--- config.mk ---
export PLATFORM = sky130hd
export DESIGN_NAME = gauss3x3_filter
export DESIGN_NICKNAME = d
export VERILOG_FILES = /design/src/rtl/gauss3x3_filter.sv
export SDC_FILE = /design/constraint.sdc
export NUM_CORES = 1
export LEC_CHECK = 0
export CAP_MARGIN = 20
export CORE_MARGIN = 5
export CORE_UTILIZATION = 49
export DETAILED_ROUTE_END_ITERATION = 12
export GPL_TIMING_DRIVEN = 0
export PLACE_DENSITY = 0.85
export SYNTH_ARGS = -nofsm -noshare
export SYNTH_HDL_FRONTEND = slang
export SYNTH_SLANG_ARGS = --single-unit
--- constraint.sdc ---
create_clock -name clk -period 2.4 [get_ports clk]
set_clock_uncertainty 0.1 [all_clocks]
set_input_delay 0.24 -clock clk [delete_from_list [all_inputs] [get_ports clk]]
set_output_delay 0.24 -clock clk [all_outputs]
set_load 0.05 [all_outputs]
--- src/rtl/gauss3x3_filter.sv ---
// 3x3 Gaussian (1-2-1 separable) blur over column-serial windows, with per-frame
// window counting, end-of-frame drain/done sequencing and a sticky partial-window flag.
module gauss3x3_filter #(
  parameter int DW = 8,
  parameter int CW = 16
) (
  input  logic          clk,
  input  logic          rst,
  input  logic          ready_i,
  input  logic [DW-1:0] fifo1_data_i,
  input  logic [DW-1:0] fifo2_data_i,
  input  logic [DW-1:0] fifo3_data_i,
  input  logic          idle_i,
  input  logic          done_i,
  output logic [DW-1:0] pix_o,
  output logic          pix_valid_o,
  output logic [CW-1:0] win_count_o,
  output logic          frame_done_o,
  output logic          partial_err_o,
  output logic          busy_o
);

  typedef enum logic [1:0] {RUN = 2'd0, DRAIN = 2'd1, FDONE = 2'd2} state_t;

  localparam logic [DW+3:0] RND = (DW+4)'(8);

  state_t        state, state_next;
  logic [1:0]    col_cnt, col_adv;
  logic [DW+1:0] cs0, cs1, cs2, col_sum;
  logic [DW+3:0] sum, sum_rnd;
  logic          win_v, sum_v, done_q, done_rise, win_last, pending;

  assign done_rise = done_i & ~done_q;
  assign win_last  = ready_i & (col_cnt == 2'd2);
  assign col_adv   = ready_i ? (win_last ? 2'd0 : col_cnt + 2'd1) : col_cnt;
  assign col_sum   = {2'b00, fifo1_data_i} + {1'b0, fifo2_data_i, 1'b0} + {2'b00, fifo3_data_i};
  assign sum_rnd   = sum + RND;

  // A window completing on the done edge, or one still waiting for its sum or
  // its output register, belongs to the ending frame and must be drained first.
  assign pending   = win_last | win_v | sum_v;

  always_ff @(posedge clk) begin
    if (rst) begin
      col_cnt       <= 2'd0;
      cs0           <= '0;
      cs1           <= '0;
      cs2           <= '0;
      win_v         <= 1'b0;
      sum           <= '0;
      sum_v         <= 1'b0;
      pix_o         <= '0;
      pix_valid_o   <= 1'b0;
      done_q        <= 1'b0;
      partial_err_o <= 1'b0;
    end else begin
      done_q <= done_i;
      if (ready_i) begin
        case (col_cnt)
          2'd0:    cs0 <= col_sum;
          2'd1:    cs1 <= col_sum;
          default: cs2 <= col_sum;
        endcase
      end
      // The beat is accepted first; the end-of-frame check sees the advanced index.
      if (done_rise && (col_adv != 2'd0)) begin
        col_cnt       <= 2'd0;
        partial_err_o <= 1'b1;
      end else begin
        col_cnt <= col_adv;
      end
      win_v <= win_last;
      sum_v <= win_v;
      // sum is the snapshot of cs[], so a new column 0 on this edge cannot disturb it.
      if (win_v) begin
        sum <= {2'b00, cs0} + {1'b0, cs1, 1'b0} + {2'b00, cs2};
      end
      pix_valid_o <= sum_v;
      if (sum_v) begin
        pix_o <= sum_rnd[DW+3:4];
      end
    end
  end

  always_ff @(posedge clk) begin
    if (rst) begin
      win_count_o <= '0;
    end else if (state == FDONE) begin
      win_count_o <= sum_v ? CW'(1) : '0;
    end else if (sum_v) begin
      win_count_o <= win_count_o + CW'(1);
    end
  end

  always_ff @(posedge clk) begin
    if (rst) begin
      state <= RUN;
    end else begin
      state <= state_next;
    end
  end

  always_comb begin
    state_next = state;
    case (state)
      RUN: begin
        if (done_rise) begin
          state_next = pending ? DRAIN : FDONE;
        end
      end
      DRAIN: begin
        if (pix_valid_o && !win_v && !sum_v) begin
          state_next = FDONE;
        end
      end
      FDONE:   state_next = RUN;
      default: state_next = RUN;
    endcase
  end

  assign frame_done_o = (state == FDONE);
  assign busy_o = (col_cnt != 2'd0) | win_v | sum_v | pix_valid_o | (state != RUN) | ~idle_i;

endmodule

==> impl_metrics.csv, run 1 <==
group,metric,value,unit
synthesis,synth_seq_cells,72,
pwr,design_power_total,0.00305,W
synthesis,syn-mean-instance-area,8.97,µm²
route,wl_met3,492,µm
worst_setup_path,worstSetupStartpoint,"cs2[7]",
cts,numCtsBuffers,9,
synthesis,ys_warn_count,0,
cts,clockBufferDepth,2,
cells_and_area,regArea,1450,µm²
synthesis,synth_cell_types,53,
cells_and_area,fin_area,5090,µm²
synthesis,ys.flop_type,"dfxtp_1",
worst_setup_path,crit_path_end,"sum[10]",
worst_setup_path,crit_chain,"fa_1, ha_4, a21oi_2, o211ai_1, o211a_1, or4_4, o311ai_2",
route,vias_per_cell,5.47,
route,wl_met2,4.59,mm
floorplan,ioPinCount,57,
floorplan,die_h,98.6,µm
synthesis,syn-num-nets,495,
cts,cts-root-buf,"clkbuf_8",
grt,antenna_found_initial,0,
cts,h-tree-depth,3,
cells_and_area,syn2layout_area_growth,32.2,%
placed_design,dp_hpwl,6.50,mm
timing,post-route-period-util,100,%
cells_and_area,n_antenna_cell,0,
worst_setup_path,start_kind,"register",
worst_setup_path,r2r_slack,-0.007,ns
placed_design,postPlaceCellArea,4550,µm²
grt,grt_pass1_wl,15.1,mm
synthesis,async_flop_share,0,%
cells_and_area,fin_util,66.2,%
worst_setup_path,path_max_fanout,4,
grt,grt_max_degree,13,
cells_and_area,fillers,600,
cells_and_area,final_common_cell,"dfxtp_1",
cts,clk_latency,0.34,ns
cts,cts_tree,"done",
route,num_vias,3372,
cts,clock_sinks,72,
worst_setup_path,cp_slowest_stage_delay,0.58,ns
worst_setup_path,regToRegStartpoint,"cs2[7]",
worst_setup_path,slowest_stage,"fa_1",
grt,grt_usage,18.6,%
timing,max_freq,0.415,GHz
grt,grt-ovfl-total,0,
worst_setup_path,critPathKind,"register to register",
worst_setup_path,cp_num_buf_inv,0,
pwr,vdd_ir_drop_max,0.316,mV
placed_design,port_buffers,55,
synthesis,yosysSeqAreaShare,37.4,%
worst_setup_path,r2r_end,"sum[10]",
synthesis,synthCells,429,
worst_setup_path,path_depth,7,
timing,slew_headroom,58.4,%
timing,setup_slack,-0.00679,ns
pwr,p_leak,1.90,nW
worst_setup_path,crit_path_end_kind,"register",
cells_and_area,multiInputGateArea,2490,µm²
outcome,violations,"negative setup slack",
route,met1_length,3.92,mm
floorplan,die_w,98.6,µm
timing,setup_viol,1,
cells_and_area,drive_gt1_share,15.3,%
placed_design,gp_congestion,0.817,
route,routed_wl,9.16,mm
grt,grt_pass1_vias,3386,
timing,hold_viol,0,
outcome,status,"finished with violations",
worst_setup_path,crit_family,"adder cells",
synthesis,syn_area,3850,µm²
worst_setup_path,r2r_cells,7,
timing,worst_pin_slew,0.624,ns
pwr,power.density,598,nW/µm²
synthesis,synth_enable_flop_cells,0,
cts,cts_hold_buf,0,
route,wl_per_cell,14.8,µm
worst_hold_path,hold_path.class,"register to register",
timing,maxSlewViolCount,0,
cells_and_area,final_cell_mix,"dfxtp_1, nand2_1, nor2_1, clkdlybuf4s50_1, a21oi_1",
cts,path_clk_slew,0.07,ns
route,drt_iter0_drc,134,
synthesis,synth_top_cell_by_area,"dfxtp_1",
worst_setup_path,crit_arrival,2.56,ns
floorplan,die_area,9730,µm²
route,drtPass1Iterations,4,
cells_and_area,nets,576,
synthesis,synth_area_leaders,"dfxtp_1, fa_1, ha_1",
synthesis,synth_top_area_share,37.4,%
job,drv_cap,0,
worst_setup_path,required,2.55,ns
timing,rsz0062_at_grt,"true",
route,drtAntennaViolNets,0,
route,highest_layer,"met4",
route,drc,0,
floorplan,rows,32,
floorplan,initial_core_util,50.1,%
floorplan,core,7690,µm²
timing,min_period,2.41,ns
==> cell families after synthesis <==
kind of cell	Yosys count	share of synthesized area (%)
compound gates	92	16.1
xor+xnor	27	6.14
fa+ha+maj	37	15.3
buf+inv	34	3.38
flops	72	37.4
mux	4	1.04
simple gates	163	20.5
==> through the flow <==
step / TNS, ns / setup slack, ns / cells / hold slack (ns)
finish: -0.00679 / -0.00679 / 617 / 0.359
floorplan: -0.0497 / -0.0187 / 429 / 0.268
detailed placement: -11.35 / -0.823 / 586 / 0.350
CTS: 0 / 0.000102 / 611 / 0.360
global placement: -10.09 / -0.758 / 586 / 0.346
global route: -0.235 / -0.0678 / 617 / 0.376
==> worst min-delay path: stages, from the launching register on <==
cell and delay (ns):
dfxtp_1 0.31, nand2_1 0.05, a21oi_1 0.05
==> how the worst min path moves through the flow <==
stage,endpoint,depth (start not counted),slack [ns],startpoint
2_1_floorplan,done_q,1,0.27,done_i
3_3_place_gp,cs0[0],2,0.35,cs0[0]
3_5_place_dp,cs2[0],2,0.35,cs2[0]
4_1_cts,cs2[0],2,0.36,cs2[0]
5_1_grt,cs2[0],2,0.38,cs2[0]
6_report,cs2[0],2,0.36,cs2[0]
==> registers in the layout, summed over array words and instances (netlist names) <==
signal / cells
win_count_o: 16
cs0: 10
cs1: 10
cs2: 10
sum: 9
pix_o: 8
col_cnt: 2
state: 2
done_q: 1
partial_err_o: 1
pix_valid_o: 1
sum_v: 1
win_v: 1
==> Yosys cell counts, drive strengths merged, types with 3 or more instances <==
master,n
o31ai,3
xnor2,7
xor2,20
nand2b,10
a211oi,21
nor2,48
o21ai,12
nand2,52
o21a,6
nand4b,3
clkbuf,14
a21oi,28
fa,17
nand4,5
ha,20
inv,17
dfxtp,72
nand3b,5
mux2i,4
nor2b,5
nor3,8
nand3,12
or3,3
buf,3
a21o,3
==> repair_timing <==
item                                    CTS  global route
endpoints found under the hold margin     0             0
buffers inserted                          9             7
cloned                                    0             0
endpoints found under the setup margin   18            19
resized for setup                        30            29
pin swaps                                14            26
==> final cells by class <==
cell class	count	area share, %
buffer	16	1.23
timing repair buffer	71	13.1
multi-input combinational	323	49.0
tap	102	2.51
clock inverter	6	1.62
inverter	17	1.40
sequential	72	28.4
clock buffer	10	2.70
==> per-layer routing <==
metal / track usage, % / vias to the layer above
met5: 0 / -
met2: 33.7 / 107
met4: 5.36 / 0
met1: 21.8 / 1584
met3: 4.32 / 14
li1: - / 1667
==> report_power, final <==
group	switching [W]	internal, W
clock	0.000441	0.000608
sequential	0.0000294	0.00123
combinational	0.000388	0.000346
total	0.000858	0.00219
No activity file was read; power rests on OpenSTA's default activity.
==> run 2: changes to the inputs <==
Settings changed: CORE_UTILIZATION 49 to 57, DONT_BUFFER_PORTS set to 1, PLACE_DENSITY 0.85 to 0.84.
==> run 2 against run 1 <==
  * The flow still finishes with violations (negative setup slack)
  * Design area decreased by 17%
  * Power decreased by 13%
  * Sequential cell count unchanged
  * Fmax decreased by 0.19%
==> impl_metrics.csv, run 2 (synthesis results as in run 1) <==
group,metric,value,unit
outcome,status,"finished with violations",
outcome,violations,"negative setup slack",
cts,clock_sinks,72,
floorplan,initial_core_util,57.6,%
worst_setup_path,crit_path_end_kind,"register",
timing,rsz0062_at_grt,"true",
pwr,clock_power_share,31.9,%
pwr,vdd_ir_drop_max,0.321,mV
cts,h-tree-depth,3,
cts,numCtsBuffers,9,
worst_setup_path,start_kind,"register",
worst_setup_path,cp_slowest_stage_delay,0.59,ns
route,drc,0,
worst_setup_path,worstSetupStartpoint,"cs0[3]",
pwr,power.density,627,nW/µm²
timing,setup_viol,1,
pwr,switchingPower,0.000811,W
grt,antenna_found_initial,0,
cells_and_area,n_antenna_cell,0,
floorplan,core,6680,µm²
cells_and_area,drive_gt1_share,9.62,%
route,vias_per_cell,5.88,
pwr,pwr-share-seq,47.7,%
timing,worst_pin_slew,0.659,ns
pwr,p_leak,1.56,nW
timing,maxSlewViolCount,0,
grt,grt-ovfl-total,0,
worst_setup_path,cp_num_buf_inv,0,
worst_setup_path,required,2.54,ns
cts,clk_latency,0.35,ns
cells_and_area,largest_reg_flops,16,
timing,min_period,2.41,ns
cts,path_clk_slew,0.08,ns
grt,grt_pass1_wl,13.9,mm
route,num_vias,3101,
placed_design,post-place-ws,-0.258,ns
floorplan,die_w,92.2,µm
pwr,p_comb_share,20.3,%
cells_and_area,finalNonFillerCells,527,
cts,clockBufferDepth,2,
floorplan,die_area,8500,µm²
route,routed_wl,8.41,mm
cts,cts_tree,"done",
cts,cts-root-buf,"clkbuf_8",
job,drv_cap,0,
pwr,swShare,30.5,%
timing,hold_viol,0,
grt,grt_pass1_vias,3091,
worst_hold_path,hold_path.class,"input port to register",
floorplan,ioPinCount,57,
cells_and_area,final_cell_mix,"dfxtp_1, nand2_1, nor2_1, a21oi_1",
timing,slew_headroom,56.0,%
worst_hold_path,worstHoldStart,"ready_i",
route,wl_per_cell,16.0,µm
cells_and_area,final_common_cell,"dfxtp_1",
route,drtPass1Iterations,5,
placed_design,placed_cells,509,
timing,tns,-0.0114,ns
timing,whs,0.0436,ns
grt,grt_usage,20.2,%
worst_setup_path,crit_chain,"fa_1, ha_4, o21ai_2, a21oi_4, o21a_1, or3_1, a32o_1",
placed_design,port_buffers,0,
cells_and_area,nets,508,
cells_and_area,syn2layout_area_growth,10.2,%
pwr,p_int,0.00185,W
route,drtAntennaViolNets,0,
floorplan,rows,30,
grt,grt_max_degree,13,
floorplan,die_h,92.2,µm
route,drt_iter0_drc,197,
worst_setup_path,regToRegStartpoint,"cs0[3]",
placed_design,dp_hpwl,6.26,mm
placed_design,gp_congestion,0.833,
worst_setup_path,crit_family,"adder cells",
worst_setup_path,critPathKind,"register to register",
timing,post-route-period-util,100,%
timing,max_freq,0.415,GHz
cells_and_area,regMostFlops,"win_count_o",
worst_setup_path,crit_arrival,2.55,ns
timing,setup_slack,-0.0114,ns
worst_setup_path,path_max_fanout,7,
worst_setup_path,slowest_stage,"fa_1",
-- run 2: cell types whose count changed in the layout (fill, tap and decap cells not counted), sizes merged --
cell and delta:
buf -18, bufinv -2, clkbuf +1, clkdlybuf4s15 -1, clkdlybuf4s50 -46, clkinv +1
clkinvlp +1, dlygate4sd2 -2, dlygate4sd3 +1, dlymetal6s2s -3
-- run 2: power by group through the flow --
stage	Combinational, W	Clock [W]	Sequential, W
detailed placement	0.000499	0	0.00130
finish	0.000541	0.000849	0.00127
global placement	0.000478	0	0.00129
CTS	0.000517	0.000854	0.00127
global route	0.000610	0.000896	0.00127
floorplan	0.000398	0	0.00129
-- run 2: timing repair --
action                                  CTS  global route
hold endpoints to repair                  1             0
endpoints found under the setup margin    2             8
gates resized for setup                   4            12
cloned                                    0             0
pin swaps                                 0             8
hold buffers                              1             0
buffers inserted                          0             1
-- run 2: path summary, 6_finish.rpt --
path / cells after the start / end / slack [ns]
max: 7 / sum[9] / -0.01
min: 3 / col_cnt[1] / 0.04
max reg2reg: 7 / sum[9] / -0.01
min reg2reg: 2 / cs0[1] / 0.36
-- run 2: worst reg2reg max path, delay by kind of cell, from the launching register on --
kind | cells | cell delay [ns]
AND/OR/NAND/NOR | 1 | 0.37
AO/OA/AOI/OAI | 4 | 0.68
adder cells (fa/ha/maj) | 2 | 0.82
flip-flops | 1 | 0.33
-- run 2: layout make-up --
cell class	count	area (µm²)
Tap cell	80	100
Timing Repair Buffer	2	17.5
Inverter	17	71.3
Clock inverter	6	35.0
Fill cell	541	2440
Clock buffer	10	138
Multi-Input combinational cell	323	2370
Buffer	17	66.3
Sequential cell	72	1450
-- run 2: per-layer routing --
metal	wire length [µm]	GRT usage (%)	part of all wire (%)	vias to the layer above
li1	-	-	-	1529
met1	3640	24.6	43	1472
met2	4170	34.1	50	88
met3	469	5.25	5.6	12
met4	127	7.92	1.5	0
met5	0	0	0	-
-- run 2: stage by stage --
| stage | util, % | instance area, µm² | total power (W) |
|---|---|---|---|
| after floorplan | - | 3870 | 0.00169 |
| after global placement | 59.4 | 3970 | 0.00177 |
| after detailed placement | 59.4 | 3970 | 0.00179 |
| after CTS | 62.6 | 4180 | 0.00264 |
| after global routing | 63.5 | 4240 | 0.00278 |
| final | 63.5 | 4240 | 0.00266 |
